--- src/rtl/mulint_run_param_if.sv ---
// mulint_run_param_if: run handshake, operands and formatted result of the multiplier method
interface mulint_run_param_if #(
  parameter int WIDTH = 32
);
  logic             i_run_req;
  logic             o_run_busy;
  logic             o_run_done;
  logic [WIDTH-1:0] o_run_return;
  logic             o_run_overflow;
  logic [WIDTH-1:0] i_run_input_a;
  logic [WIDTH-1:0] i_run_input_b;
  logic [1:0]       i_run_mode;
  modport slave (
    input  i_run_req, i_run_input_a, i_run_input_b, i_run_mode,
    output o_run_busy, o_run_done, o_run_return, o_run_overflow
  );
  modport master (
    output i_run_req, i_run_input_a, i_run_input_b, i_run_mode,
    input  o_run_busy, o_run_done, o_run_return, o_run_overflow
  );
endinterface

--- src/rtl/mulint_run_param.sv ---
// mulint_run_param: run-wrapped pipelined WIDTH x WIDTH multiplier with runtime result formatting
module mulint_run_param #(
  parameter int WIDTH   = 32,
  parameter int LATENCY = 5
) (
  input  logic              clock,
  input  logic              reset,
  input  logic              ce,
  mulint_run_param_if.slave run
);
  localparam int CW = $clog2(LATENCY + 1);
  localparam int PW = 2 * WIDTH;
  typedef enum logic [1:0] {S_IDLE, S_MUL, S_FMT} state_t;
  state_t            r_state, w_next;
  logic [CW-1:0]     r_cnt;
  logic [WIDTH-1:0]  r_a, r_b, r_ret, w_ret;
  logic [1:0]        r_mode;
  logic              r_busy, r_done, r_ov, w_ov, w_last, w_fit, w_sgn;
  logic signed [PW-1:0] w_ea, w_eb;
  logic [PW-1:0]     w_prod, w_p;
  logic [PW-1:0]     r_pipe [LATENCY];
  assign w_last = r_cnt == CW'(LATENCY - 1);
  // operands extended to full product width so the most negative square is exact
  assign w_sgn  = r_mode != 2'b01;
  assign w_ea   = {{WIDTH{w_sgn & r_a[WIDTH-1]}}, r_a};
  assign w_eb   = {{WIDTH{w_sgn & r_b[WIDTH-1]}}, r_b};
  assign w_prod = w_ea * w_eb;
  assign w_p    = r_pipe[LATENCY-1];
  assign w_fit  = &w_p[PW-1:WIDTH-1] | ~|w_p[PW-1:WIDTH-1];
  assign run.o_run_busy     = r_busy;
  assign run.o_run_done     = r_done;
  assign run.o_run_return   = r_ret;
  assign run.o_run_overflow = r_ov;
  always_comb begin
    w_next = r_state;
    case (r_state)
      S_IDLE:  if (run.i_run_req) w_next = S_MUL;
      S_MUL:   if (w_last) w_next = S_FMT;
      default: w_next = S_IDLE;
    endcase
  end
  always_comb begin
    w_ret = w_p[WIDTH-1:0];
    w_ov  = 1'b0;
    case (r_mode)
      2'b00: w_ov = ~w_fit;
      2'b01: w_ov = |w_p[PW-1:WIDTH];
      2'b10: w_ret = w_p[PW-1:WIDTH];
      default: begin
        w_ret = w_fit ? w_p[WIDTH-1:0] : {w_p[PW-1], {(WIDTH-1){~w_p[PW-1]}}};
        w_ov  = ~w_fit;
      end
    endcase
  end
  always_ff @(posedge clock) begin
    if (reset) r_state <= S_IDLE;
    else if (ce) r_state <= w_next;
  end
  always_ff @(posedge clock) begin
    if (reset) begin
      for (int i = 0; i < LATENCY; i++) r_pipe[i] <= '0;
    end else if (ce) begin
      r_pipe[0] <= w_prod;
      for (int i = 1; i < LATENCY; i++) r_pipe[i] <= r_pipe[i-1];
    end
  end
  always_ff @(posedge clock) begin
    if (reset) begin
      r_cnt  <= '0;
      r_busy <= 1'b0;
      r_done <= 1'b0;
      r_ret  <= '0;
      r_ov   <= 1'b0;
      r_a    <= '0;
      r_b    <= '0;
      r_mode <= 2'b00;
    end else if (ce) begin
      r_done <= r_state == S_FMT;
      if (r_state == S_IDLE && run.i_run_req) begin
        r_a    <= run.i_run_input_a;
        r_b    <= run.i_run_input_b;
        r_mode <= run.i_run_mode;
        r_busy <= 1'b1;
        r_cnt  <= '0;
      end
      if (r_state == S_MUL) r_cnt <= r_cnt + 1'b1;
      if (r_state == S_FMT) begin
        r_ret  <= w_ret;
        r_ov   <= w_ov;
        r_busy <= 1'b0;
      end
    end
  end
endmodule

--- src/flat_wrapper.sv ---
// flat-port wrapper written by rule: the top's interface ports become plain ports
module mulint_run_param_flat 
#(
  parameter int WIDTH   = 32,
  parameter int LATENCY = 5
)
  (clock, reset, ce, run_i_run_req, run_i_run_input_a, run_i_run_input_b, run_i_run_mode, run_o_run_busy, run_o_run_done, run_o_run_return, run_o_run_overflow);
  mulint_run_param_if #(.WIDTH(WIDTH)) run_i ();
  input  logic clock;
  input  logic reset;
  input  logic ce;
  input wire logic [$bits(run_i.i_run_req)-1:0] run_i_run_req;
  input wire logic [$bits(run_i.i_run_input_a)-1:0] run_i_run_input_a;
  input wire logic [$bits(run_i.i_run_input_b)-1:0] run_i_run_input_b;
  input wire logic [$bits(run_i.i_run_mode)-1:0] run_i_run_mode;
  output wire logic [$bits(run_i.o_run_busy)-1:0] run_o_run_busy;
  output wire logic [$bits(run_i.o_run_done)-1:0] run_o_run_done;
  output wire logic [$bits(run_i.o_run_return)-1:0] run_o_run_return;
  output wire logic [$bits(run_i.o_run_overflow)-1:0] run_o_run_overflow;
  assign run_i.i_run_req = run_i_run_req;
  assign run_i.i_run_input_a = run_i_run_input_a;
  assign run_i.i_run_input_b = run_i_run_input_b;
  assign run_i.i_run_mode = run_i_run_mode;
  assign run_o_run_busy = run_i.o_run_busy;
  assign run_o_run_done = run_i.o_run_done;
  assign run_o_run_return = run_i.o_run_return;
  assign run_o_run_overflow = run_i.o_run_overflow;
  mulint_run_param #(.WIDTH(WIDTH), .LATENCY(LATENCY)) u_core (.clock(clock), .reset(reset), .ce(ce), .run(run_i));
endmodule
--- config.mk ---
export PLATFORM = sky130hd
export DESIGN_NAME = mulint_run_param_flat
export DESIGN_NICKNAME = d
export VERILOG_FILES = /design/src/rtl/mulint_run_param_if.sv /design/src/rtl/mulint_run_param.sv /design/src/flat_wrapper.sv
export SDC_FILE = /design/constraint.sdc
export NUM_CORES = 2
export LEC_CHECK = 0
export BUFFER_PORTS_ARGS = -buffer_cell sky130_fd_sc_hd__buf_2
export CAP_MARGIN = 25
export CORE_MARGIN = 2
export CORE_UTILIZATION = 50
export CTS_BUF_LIST = sky130_fd_sc_hd__clkbuf_4
export DETAILED_ROUTE_END_ITERATION = 8
export PLACE_DENSITY = 0.66
export SLEW_MARGIN = 20
export SYNTH_ARGS = -nofsm -noshare
export SYNTH_HDL_FRONTEND = slang
export SYNTH_SLANG_ARGS = --single-unit
--- constraint.sdc ---
create_clock -name clock -period 20.3 [get_ports clock]
set_input_delay 1.015 -clock clock [delete_from_list [all_inputs] [get_ports clock]]
set_output_delay 1.015 -clock clock [all_outputs]
set_load 0.02 [all_outputs]
Word-level counts from Yosys, hierarchy flattened
Memories as Yosys holds them, arrays and structs flattened. Cells that the tools add are included.

Reduce and logical (&&, ||, !) cells: 15. Bitwise gates (word level): 10. Multiplexer cells: 20. $mul: 1. Add/subtract/negate cells: 1. Equal/unequal tests: 8.

Operators with widths (count): $mux 64 (5); $mul 33x33->64 (1); $pmux 32 s2 (1); $reduce_and 33->1 (1); $reduce_or 33->1 (1); $mux 32 (1); $reduce_or 32->1 (1); $reduce_and 2->1 (4); $mux 1 (7); $mux 3 (2); $or 1x1->1 (6); $eq 2x1->1 const B (2); $eq 2x2->1 const B (2); $logic_not 2->1 (2); $mux 2 (2); $ne 2x1->1 const B (2); $pmux 2 s2 (1); $reduce_bool 2->1 (2); $add 3x1->3 const B (1); $eq 3x3->1 const B (1); $reduce_and 3->1 (1); $and 1x1->1 (2); $ne 2x2->1 const B (1); $not 1->1 (2); 4 further kinds (4).

Register bits after elaboration: 106. Memories: 1. Bits in writable memories: 320. Input bits: 70.

Memory list: u_core.r_pipe (depth 5, bits a word 64, rd ports 5, clocked after Yosys merged registers in 0, wr ports 5, RTL line mulint_run_param.sv:21) `logic [PW-1:0] r_pipe [LATENCY];`.

Longest topological paths before layout
Depth in word-level cells: 5. Mapped depth: 32.

Worst setup path before layout
No wires, ideal clock.

Kind: register -> register. Start point: register u_core.r_mode[1]. End point: memory u_core.r_pipe[0][60] (netlist name), data pin. Stages on the path, launching flop included: 30. Slack: 12.019 ns. Buffers on the path: 1. Arrival time: 8.018 ns. Clock period less this slack: 8.281 ns. Library setup time: 0.263 ns. Cell sequence: dfxtp_1 inv_1 ha_1 nor2b_1 clkbuf_1 nand2_1 inv_1 fa_1 fa_1 fa_1 inv_1 fa_1 inv_1 fa_1 fa_1 inv_1 fa_1 fa_1 inv_1 ha_1 a21o_1 a21o_1 a21oi_1 o31a_1 o21ai_0 o2bb2ai_1 a31oi_1 o21bai_1 a41oi_1 mux2i_1.

RTL lines: start, declared (RTL line mulint_run_param.sv:17) `logic [1:0] r_mode;`; start signal, assigned (RTL line mulint_run_param.sv:82) `r_mode <= run.i_run_mode;`; end, declared (RTL line mulint_run_param.sv:21).

==> summary.txt <==
PortBufs -> 104
Average wire per cell in the routed design -> 19.4 um
Finished Layout Cells -> 6986
Post-synth net total -> 6971
CTS resizes -> 0
Register area share after synthesis -> 21.6%
Vias per inst -> 5.33
Placement Cell Area -> 55800 um^2
Ys flop type -> edfxtp_1
Critical path's slowest cell -> fa_1
Htree depth -> 3
Netlist cell types -> 64
Area contributors post-synth -> fa_1, edfxtp_1, inv_1, nand2_1, and2_1
Height of the chip -> 333 um
Die width -> 333 um
Cell area after layout -> 57300 um^2
Final clock skew -> 0.0693 ns
Die area -> 111000 um^2
CP top delay family -> adder cells
Max incr delay on CP -> 1.03 ns
Placed insts -> 6792
Most frequent cells in the layout -> inv_1, fa_1, nand2_1
Synth Area in Adders -> 46.5%
Residual DRC -> 0
Root Driver -> clkbuf_4
Final hold violation count -> 0
Worst skew pair latency -> 0.82 ns
Synth Area in Compound Gates -> 4.92%
Final Util -> 53.4%
Most common cell after layout, fill and taps aside -> inv_1
FMAX -> 107 MHz
Largest net degree at the start of global routing -> 143
Mapped cell area -> 54300 um^2
Synth top area share -> 41.5%
Critical path type -> reg -> reg
Xor and xnor area share after synthesis -> 1.26%
Post-synthesis cell count -> 5558
Cell Pwr Density -> 39.9 nW/um^2
Worst vdd ir -> 0.0000409 V
Total wire length -> 136 mm
#FFs+latches synth -> 426
Std cell rows -> 120
Worst min path class -> in -> reg
Least-Margin Pin Slew -> 1.12 ns
Antenna violations before repair -> 6
Largest family of logic cells by synthesized area -> adder cells
Critical path buffer and inverter count -> 7
Unrepaired setup endpoints after global routing -> no
First-pass GRT wire length -> 219 mm
DR vias -> 37300
Worst setup SP type -> flip-flop
Clk sinks -> 426
Routability cong. -> 0.865
Worst setup EP type -> flip-flop
Asr flop ratio synth -> 0%
CTS Buffer Depth -> 3
Pleak -> 26.4 nW
GR Overflow Total -> 0
Rel. slew slack -> 25.4%
Final ANT Viol Nets -> 0
CTS tree -> done
DP HPWL -> 101 mm
Simple-Gate Fraction of Synth Area -> 15.0%
Post-synth EDFFs -> 320
Area of the core -> 107000 um^2
Setup tns final -> 0 ns
CTS Hold Bufs -> 0
Area leader, netlist -> fa_1
Critical-path maximum fanout -> 30
Post-CTS Setup Inserts -> 0
CP required -> 20.94 ns
Post-layout nets -> 6909
Final period util -> 46.2%
Yosys warns -> 0
Tot GR Track Use -> 25.3%
Initial Util -> 50.5%
Top cell by count, worst path -> fa_1
Number of top-level pins -> 105
Layout area overhead -> 5.61%
Setup violators final -> 0
WP data arrival -> 10.02 ns
First-pass DRT Iterations -> 6
Avg Inst Size Synth -> 9.76 um^2
Mux contribution to synthesized area -> 0.0184%
Number of DRC markers in iteration 0 -> 2529
Outcome -> finished clean
Clk slew on worst S/H paths -> 0.07 ns
CTS buffer count -> 102
Slew Limit Fails -> 0
Share of cells above drive strength 1 -> 6.99%
Minimum clock period -> 9.37 ns
Max Cap Violations -> 0
Vias in the first global route -> 40100
layout make-up:
type,count,area (um^2)
fill,9635,50000
multi-input combinational,3593,36800
sequential,426,11800
inverter,1197,4490
tap,1403,1760
clock buffer,156,1170
timing repair buffer,176,1120
clock inverter,32,214
antenna,3,7.51
cell usage after synthesis (5+ instances only):
master,n
a211oi_1,5
a21o_1,68
a21oi_1,168
a22oi_1,32
a31oi_1,9
and2_1,538
and3_1,11
clkbuf_1,338
dfxtp_1,106
edfxtp_1,320
fa_1,1125
ha_1,218
inv_1,1197
nand2_1,956
nand2b_1,7
nand3_1,13
nand4_1,21
nor2_1,142
nor2b_1,8
nor3_1,8
nor4_1,14
o21ai_0,93
o21bai_1,10
or2_2,11
xnor2_1,52
xor2_1,26
cell families after synthesis:
| family | count (synthesis) |
|---|---|
| muxes | 1 |
| AOI/OAI and AO/OA | 430 |
| xor gates and xnor gates | 78 |
| adders and majority gates | 1343 |
| buffers and inverters | 1539 |
| and+or+nand+nor | 1741 |
| DFF | 426 |
flip-flops by register name, summed over array words and instances, names as in the netlist:
register                   flops
u_core.r_state                 2
u_core.r_b                    32
u_core.run.o_run_done          1
u_core.r_a                    32
u_core.r_pipe                320
u_core.r_cnt                   3
u_core.run.o_run_overflow      1
u_core.run.o_run_return       32
u_core.r_mode                  2
u_core.run.o_run_busy          1
power breakdown:
group | internal [mW] | switching [mW]
Combinational | 0.184 | 0.354
Clock | 0.380 | 0.341
Sequential | 0.991 | 0.0353
Total | 1.56 | 0.731
path summary, 6_finish.rpt:
| check | start | to | slack (ns) | depth (start not counted) |
|---|---|---|---|---|
| hold reg to reg | u_core.run.o_run_done | u_core.run.o_run_done | 0.46 | 2 |
| hold / removal | run_i_run_input_b[15] | u_core.r_b[15] | 0.45 | 3 |
| setup reg to reg | u_core.r_mode[1] | u_core.r_pipe[0][60] | 10.93 | 29 |
| setup / recovery | u_core.r_mode[1] | u_core.r_pipe[0][60] | 10.93 | 29 |
through the flow:
step	setup slack (ns)	total power, mW	hold slack [ns]
after detailed placement	11.00	1.58	0.453
after floorplan	12.02	1.40	0.469
after CTS	10.92	2.31	0.354
after global placement	11.09	1.57	0.444
final	10.93	2.29	0.448
after global routing	10.29	2.42	0.399
worst reg2reg max path: cells and delay by family (launching register included):
kind                     cells  cell delay (ns)
AND/OR/NAND/NOR              2             0.33
adder cells (fa/ha/maj)     10             5.42
AO/OA/AOI/OAI                9             1.57
flip-flops                   1             0.41
multiplexers                 1             0.22
buffers and inverters        7             1.24
metal layers:
| layer | up-vias | share of wire [%] | track usage, % |
|---|---|---|---|
| met5 | - | 0 | 0 |
| met4 | 0 | 3.6 | 9.35 |
| met3 | 234 | 7.0 | 3.56 |
| met2 | 1361 | 48 | 41.7 |
| met1 | 19300 | 41 | 34.1 |
| li1 | 16400 | - | - |
Note: power is estimated with default switching activity, not from simulation.
